File: src/rtl/ws2812_frame_ctrl.sv
// ws2812_frame_ctrl
//   Frame sequencer for a WS2812 strip. Holds a NUM_LEDS-deep RGB pixel
//   buffer. On start it streams brightness-scaled pixels in GRB order to the
//   downstream bit serializer over a valid/ready handshake. After the last
//   pixel it holds the latch gap for RESET_CYCLES clocks. With auto_refresh
//   set, frames run back to back.
//
// Ports
//   clk, rst             clock, asynchronous active-high reset
//   wr_en/wr_addr/wr_data buffer write port (RGB {R,G,B}), any state
//   num_leds, brightness frame length and global scale, sampled at frame start
//   start, auto_refresh  frame request / loop frames after each gap
//   busy, frame_done     frame in progress / one-cycle end-of-gap pulse
//   px_valid/px_ready    pixel handshake to the serializer
//   px_data, px_last     scaled pixel {G,R,B}, final-pixel flag
module ws2812_frame_ctrl #(
  parameter int unsigned NUM_LEDS     = 8,
  parameter int unsigned ADDR_W       = 3,
  parameter int unsigned RESET_CYCLES = 64
) (
  input  logic              clk,
  input  logic              rst,
  input  logic              wr_en,
  input  logic [ADDR_W-1:0] wr_addr,
  input  logic [23:0]       wr_data,
  input  logic [ADDR_W:0]   num_leds,
  input  logic [7:0]        brightness,
  input  logic              start,
  input  logic              auto_refresh,
  output logic              busy,
  output logic              frame_done,
  output logic              px_valid,
  input  logic              px_ready,
  output logic [23:0]       px_data,
  output logic              px_last
);

  localparam int unsigned       CNT_W    = $clog2(RESET_CYCLES + 1);
  localparam logic [ADDR_W:0]   MAX_N    = (ADDR_W + 1)'(NUM_LEDS);
  localparam logic [CNT_W-1:0]  GAP_LAST = CNT_W'(RESET_CYCLES - 1);

  typedef enum logic [2:0] {
    S_IDLE,
    S_FETCH,
    S_SCALE,
    S_SEND,
    S_GAP
  } state_t;

  state_t            state_q;
  logic [ADDR_W:0]   n_q;
  logic [7:0]        bright_q;
  logic [ADDR_W-1:0] idx_q;
  logic [CNT_W-1:0]  gap_q;
  logic [23:0]       rd_q;
  logic              busy_q;
  logic              frame_done_q;
  logic              px_valid_q;
  logic [23:0]       px_data_q;
  logic              px_last_q;

  logic [23:0]       mem [NUM_LEDS];
  logic [ADDR_W:0]   n_clamp;
  logic [23:0]       px_data_d;
  logic              px_last_d;

  // c * (b + 1) >> 8: b = 255 is identity, b = 0 blanks the channel.
  function automatic logic [7:0] scale8(input logic [7:0] c, input logic [7:0] b);
    logic [16:0] p;
    p = {9'd0, c} * ({9'd0, b} + 17'd1);
    return 8'(p >> 8);
  endfunction

  // Pixel buffer: no reset, out-of-range addresses dropped.
  always_ff @(posedge clk) begin
    if (wr_en && ({1'b0, wr_addr} < MAX_N)) begin
      mem[wr_addr] <= wr_data;
    end
  end

  always_comb begin
    n_clamp   = (num_leds > MAX_N) ? MAX_N : num_leds;
    px_data_d = {scale8(rd_q[15:8], bright_q),
                 scale8(rd_q[23:16], bright_q),
                 scale8(rd_q[7:0], bright_q)};
    px_last_d = ({1'b0, idx_q} == (n_q - 1'b1));
  end

  always_ff @(posedge clk or posedge rst) begin
    if (rst) begin
      state_q      <= S_IDLE;
      n_q          <= '0;
      bright_q     <= '0;
      idx_q        <= '0;
      gap_q        <= '0;
      rd_q         <= '0;
      busy_q       <= 1'b0;
      frame_done_q <= 1'b0;
      px_valid_q   <= 1'b0;
      px_data_q    <= '0;
      px_last_q    <= 1'b0;
    end else begin
      frame_done_q <= 1'b0;
      case (state_q)
        S_IDLE: begin
          if (start) begin
            n_q      <= n_clamp;
            bright_q <= brightness;
            idx_q    <= '0;
            gap_q    <= '0;
            busy_q   <= 1'b1;
            state_q  <= (n_clamp == '0) ? S_GAP : S_FETCH;
          end
        end
        S_FETCH: begin
          rd_q    <= mem[idx_q];
          state_q <= S_SCALE;
        end
        S_SCALE: begin
          px_data_q  <= px_data_d;
          px_last_q  <= px_last_d;
          px_valid_q <= 1'b1;
          state_q    <= S_SEND;
        end
        S_SEND: begin
          if (px_ready) begin
            px_valid_q <= 1'b0;
            px_last_q  <= 1'b0;
            if (px_last_q) begin
              gap_q   <= '0;
              state_q <= S_GAP;
            end else begin
              idx_q   <= idx_q + 1'b1;
              state_q <= S_FETCH;
            end
          end
        end
        S_GAP: begin
          if (gap_q == GAP_LAST) begin
            frame_done_q <= 1'b1;
            gap_q        <= '0;
            if (auto_refresh) begin
              // Relatch exactly as a fresh start would; busy stays high.
              n_q      <= n_clamp;
              bright_q <= brightness;
              idx_q    <= '0;
              state_q  <= (n_clamp == '0) ? S_GAP : S_FETCH;
            end else begin
              busy_q  <= 1'b0;
              state_q <= S_IDLE;
            end
          end else begin
            gap_q <= gap_q + 1'b1;
          end
        end
        default: state_q <= S_IDLE;
      endcase
    end
  end

  assign busy       = busy_q;
  assign frame_done = frame_done_q;
  assign px_valid   = px_valid_q;
  assign px_data    = px_data_q;
  assign px_last    = px_last_q;

endmodule

File: config.mk
export PLATFORM = sky130hd
export DESIGN_NAME = ws2812_frame_ctrl
export DESIGN_NICKNAME = d
export VERILOG_FILES = /design/src/rtl/ws2812_frame_ctrl.sv
export SDC_FILE = /design/constraint.sdc
export NUM_CORES = 1
export LEC_CHECK = 0
export ABC_CLOCK_PERIOD_IN_PS = 4400
export BUFFER_PORTS_ARGS = -buffer_cell sky130_fd_sc_hd__buf_4
export CAP_MARGIN = 40
export CORE_UTILIZATION = 31
export DETAILED_ROUTE_END_ITERATION = 7
export PLACE_DENSITY_LB_ADDON = 0.25
export SYNTH_ARGS = -nofsm -noshare
export SYNTH_HDL_FRONTEND = slang
export SYNTH_SLANG_ARGS = --single-unit
File: constraint.sdc
create_clock -name clk -period 4.4 [get_ports clk]
set_input_delay 0.66 -clock clk [delete_from_list [all_inputs] [get_ports clk]]
set_output_delay 0.66 -clock clk [all_outputs]
set_load 0.02 [all_outputs]
# After elaboration in Yosys (flattened, before gate mapping)

Memories as Yosys holds them, arrays and structs flattened. A register that Yosys moved wholly into a read port is not among the register bits.
Index checks and enable logic that the tools add are counted.

Register bits after elaboration: 53
Memory bits (writable): 192
Input port bits: 45
Output and inout port bits: 28
Logic and storage cells: 81
Memories: 1

Memories:

| name | depth | bits a word | rd ports | clocked after memory_dff | write ports | line | source |
|---|---|---|---|---|---|---|---|
| mem  | 8     | 24          | 1        | 1                        | 1           | 62   | `logic [23:0] mem [NUM_LEDS];` |

$add $sub $neg: 4
Multipliers: 3
$lt $le $gt $ge: 1
Equal/unequal tests: 13
Muxes and demuxes: 38
Reductions and logical operators: 11

Operators by type and width:

| kind                  | number |
|---|---|
| $mul A8 B17 Y16       | 2 |
| $mux W3               | 11 |
| $mux W7               | 4 |
| $mux W8               | 3 |
| $pmux W7 S3           | 1 |
| $mul A8 B9 Y16        | 1 |
| $mux W4               | 4 |
| $pmux W8 S2           | 1 |
| $pmux W3 S5           | 1 |
| $ne A2 B2 Y1 const B  | 7 |
| $reduce_and A4 Y1     | 3 |
| $add A8 B1 Y9 const B | 1 |
| $pmux W3 S3           | 1 |
| $mux W1               | 8 |
| $pmux W4 S2           | 1 |
| $add A7 B1 Y7 const B | 1 |
| $eq A7 B6 Y1 const B  | 1 |
| $eq A3 B2 Y1 const B  | 2 |
| $pmux W1 S2           | 3 |
| $reduce_and A6 Y1     | 1 |
| $eq A3 B4 Y1          | 1 |
| $gt A4 B4 Y1 const B  | 1 |
| $logic_not A4 Y1      | 1 |
| $reduce_bool A2 Y1    | 2 |
| 8 further kinds       | 8 |

# Logic depth before layout (Yosys ltp)

Word-level depth: 7
Mapped depth: 19
Gate-level depth less buffers: 18

# Worst setup path after synthesis

OpenSTA, ideal clock, no wires.

Kind: register to register
Start: register bright_q[2]
End: register px_data_q[20] (netlist: px_data[20])
Arrival time: 4703 ps
Required time: 4317 ps
Slack: -386 ps
Cell stages (with the launch flop): 20
Path buffers: 1
Clock period less this slack: 4786 ps
Path through: dfrtp_1 -> nand3_1 -> nor2_1 -> xor2_1 -> clkbuf_1 -> nand2_1 -> fa_1 -> fa_1 -> inv_1 -> fa_1 -> inv_1 -> fa_1 -> inv_1 -> ha_1 -> o211ai_1 -> o21a_1 -> o41ai_2 -> a21oi_1 -> xor2_1 -> o21ai_0

Cells in the longest elaborated chain, start to end: 2

RTL lines:

| element                | line | source |
|---|---|---|
| from (decl)            | 52   | `logic [7:0] bright_q;` |
| from (signal assigned) | 108  | `bright_q <= brightness;` |
| from (signal assigned) | 145  | `bright_q <= brightness;` |
| $add A8 B1 Y9          | 70   | `p = {9'd0, c} * ({9'd0, b} + 17'd1);` |
| $mul A8 B17 Y16        | 70   |  |
| to (signal assigned)   | 120  | `px_data_q <= px_data_d;` |
| to (decl)              | 59   | `logic [23:0] px_data_q;` |

Every way passes these cells.
A chain may end at the register's enable or synchronous reset.

# Final worst setup path

Start: register bright_q[1]
End: register px_data_q[6] (netlist: px_data[6])

Cells in the longest elaborated chain, start to end: 2

RTL lines:

| element        | line |
|---|---|
| $add A8 B1 Y9  | 70 |
| $mul A8 B9 Y16 | 70 |

Every way passes these cells.

==> impl_results.md <==
- Status: complete, but fails checks
- Failing checks: negative setup slack
- Critical Path AT: around 5.3 ns
- R2R Setup Slk: -0.44 ns
- Initial Utilization: 0.314
- IO buf count: 72
- Vias: 10400
- Avg WL per Cell: roughly 17 um
- Die area: about 55000 um2
- Setup TNS Final: -8.05 ns
- Die W: ~240 um
- M1 GR Usage: 0.188
- Vias in the first global route: between 10000 and 15000
- Tot GR Track Use: 0.139
- Pre-CTS setup slack: -0.429 ns
- Post-synthesis register bit count: 269
- DR pass1 iterations: 4
- Critical Path Fanout Max: 8
- Setup Viol. Count Final: 24
- Hold path depth: 1
- Top Ports: 73
- Fin crit share: 1.10
- Nets@finish: 1803
- Drt total wl: 37900 um
- Synth Area per Inst: 12.6 um2
- # rows: 85
- CTS tree: built
- Crit Path Category: reg -> reg
- Initial antenna violation count: 2
- Final min period: 4.84 ns
- Cell count of the worst reg-to-reg path: 20
- Max cap viols: 0
- CP Data Required Time: slightly below 5 ns
- Async SR Flop Fraction: 0.286
- Setup ws final: -0.439 ns
- Hold Fails Final Rpt: 0
- Synth warn: 0
- Total global routing overflow: 0
- Core ar.: 53800 um2
- Met2 usage: 0.233
- Clock Sinks: 269
- Die H: 235 um
- Max-slew violations: 0
- Slew HR: 0.473
- WHS: 0.295 ns
- Nature of the critical path endpoint: flop
- Top_reg_cell synth: edfxtp_1
- # DRC: 0
- GRT met3 Usage: 0.0240
- Max Freq: between 200 and 250 MHz
- Clock Tree Root: clkbuf_16
- Number of synthesized flops with an enable pin: 192
- DRT antenna net count: 0
- Most Used Layer, Global Route: met2
- Largest net degree at the start of global routing: 49
- Layout cell share with drive strength beyond 1: 0.270
- Placed insts: 2173
- Clock tree buffer depth: 3
- Worst hold path type: in -> reg
- Layout Skew: 0.0301 ns
- Synth top area share: 0.341
- Worst Max-Slew Pin Slew: 0.791 ns
- Fill cells: 5144
- Seq/Total Area, Yosys: 0.455
- Cell variety after synth: 63
- Area Growth Syn to Fin: 24.6%
- Nature of the critical path startpoint: flop
- Post-Syn Area: 16900 um2
- Yosys top cell by area: edfxtp_1
- Initial drt markers: 442
- Syn Nets: 1603
- Drt via density: 4.61
- Worst-path clk slew: 0.06 ns
- Synth top area cells: edfxtp_1, fa_1, dfrtp_1
- DP HPWL: between 20000 and 30000 um
- Fin cells: around 2300
- CTS buffer count: 31
- Final Wtd Congestion: approximately 0.81
- Global-route wire length before repair: 61100 um
- H-tree levels: 1
- Worst-Skew Late Latency: 0.60 ns
- Gate count after technology mapping: 1338
- RSZ-0062 raised after global routing: yes
routing by layer:
layer | wire [um] | vias up
li1 | - | 4949
met1 | 17500 | 5271
met2 | 18100 | 148
met3 | 1530 | 46
met4 | 664 | 2
met5 | 12 | -
cell type report:
cell class	instances	area [um2]	share of cell area
multi-input cells	844	8840	0.420
flip-flops and latches	269	7700	0.365
repair buffers	224	1950	0.0924
well taps	696	871	0.0413
clock buffers	37	798	0.0379
inverters	168	632	0.0300
clock inverters	21	269	0.0128
diodes	1	2.50	0.000119
logic make-up (layout without fill, tap and decap cells):
group,count (synthesis),in the layout,synth area share
AOI/OAI and AO/OA,140,140,0.0544
other,0,1,0
DFF,269,269,0.455
muxes,82,82,0.0857
and+or+nand+nor,355,355,0.113
xor gates and xnor gates,47,47,0.0244
buffers and inverters,225,450,0.0517
adders and majority gates,220,220,0.216
worst max-delay path, stage by stage, from the launching register on:
cell	delay (ns)
dfrtp_1	0.40
buf_6	0.13
ha_4	0.17
xor2_2	0.23
buf_6	0.17
buf_4	0.17
and2_1	0.16
fa_1	0.45
fa_1	0.49
fa_1	0.49
inv_1	0.05
fa_1	0.49
inv_2	0.05
ha_4	0.23
a21o_1	0.18
a21oi_4	0.16
o21ai_4	0.11
buf_4	0.15
a31oi_1	0.19
xor2_1	0.16
o21ai_1	0.08
cell usage in the layout (no fill, tap or decap), drive strengths merged, types with 7 or more instances in the layout:
master  synthesis  routed
buf            19     223
edfxtp        192     192
inv           168     169
and2          150     150
fa            120     120
ha            100     100
nand2          91      91
dfrtp          77      77
mux4           48      48
o21ai          48      48
a21oi          46      46
nor2           44      44
clkbuf         38      37
xnor2          28      28
mux2i          25      25
xor2           19      19
nor2b          17      17
nand2b         16      16
clkinv          0      14
nand3          10      10
mux2            9       9
o21a            8       8
a31oi           7       7
nor3            7       7
registers in the layout, summed over array words and instances, names as in the netlist:
name and count:
idx_q 3, gap_q 7, frame_done 1, rd_q 24, bright_q 8, n_q 4
mem 192, px_last 1, state_q 3, px_data 24, busy 1, px_valid 1
through the flow:
step / utilization / instance area [um2]
2_1_floorplan: - / 17000
3_3_place_gp: 0.355 / 19100
3_5_place_dp: 0.359 / 19300
4_1_cts: 0.386 / 20800
5_1_grt: 0.391 / 21100
6_report: 0.391 / 21100
repair_timing:
| action | CTS | global route |
|---|---|---|
| hold buffers | 1 | 0 |
| gates resized for setup | 53 | 55 |
| endpoints found under the setup margin | 24 | 24 |
| endpoints found under the hold margin | 4 | 0 |
| buffers inserted | 18 | 8 |
| gates cloned | 1 | 1 |
| pin swaps | 47 | 47 |
path summary, 6_finish.rpt:
check                             from     endpoint
hold / removal              wr_data[2]    mem[5][2]
min in group asynchronous          rst  px_data[10]
max in group asynchronous          rst     rd_q[15]
setup / recovery           bright_q[1]   px_data[6]
setup reg to reg           bright_q[1]   px_data[6]
hold reg to reg             px_data[3]   px_data[3]
Yosys cell counts, types with 3 or more instances:
master,instances
xnor2_1,28
o21ai_0,44
and3_1,5
o2111ai_1,3
o211ai_1,4
edfxtp_1,192
buf_1,7
ha_1,100
a21oi_1,46
o21a_1,8
o41ai_2,3
nand3_1,9
mux2_4,4
nor2b_1,17
xor2_1,19
nand2_1,90
inv_1,168
nor3_1,7
o21bai_1,3
fa_1,120
nor2_1,43
and2_1,150
nand2b_1,16
mux2_2,5
dfrtp_1,77
clkbuf_1,38
buf_2,9
mux2i_1,25
a21o_1,4
mux4_2,48
a31oi_1,5
Power is not shown: default switching activity piles up to over one toggle a cycle in this logic, so the estimate is an artifact.
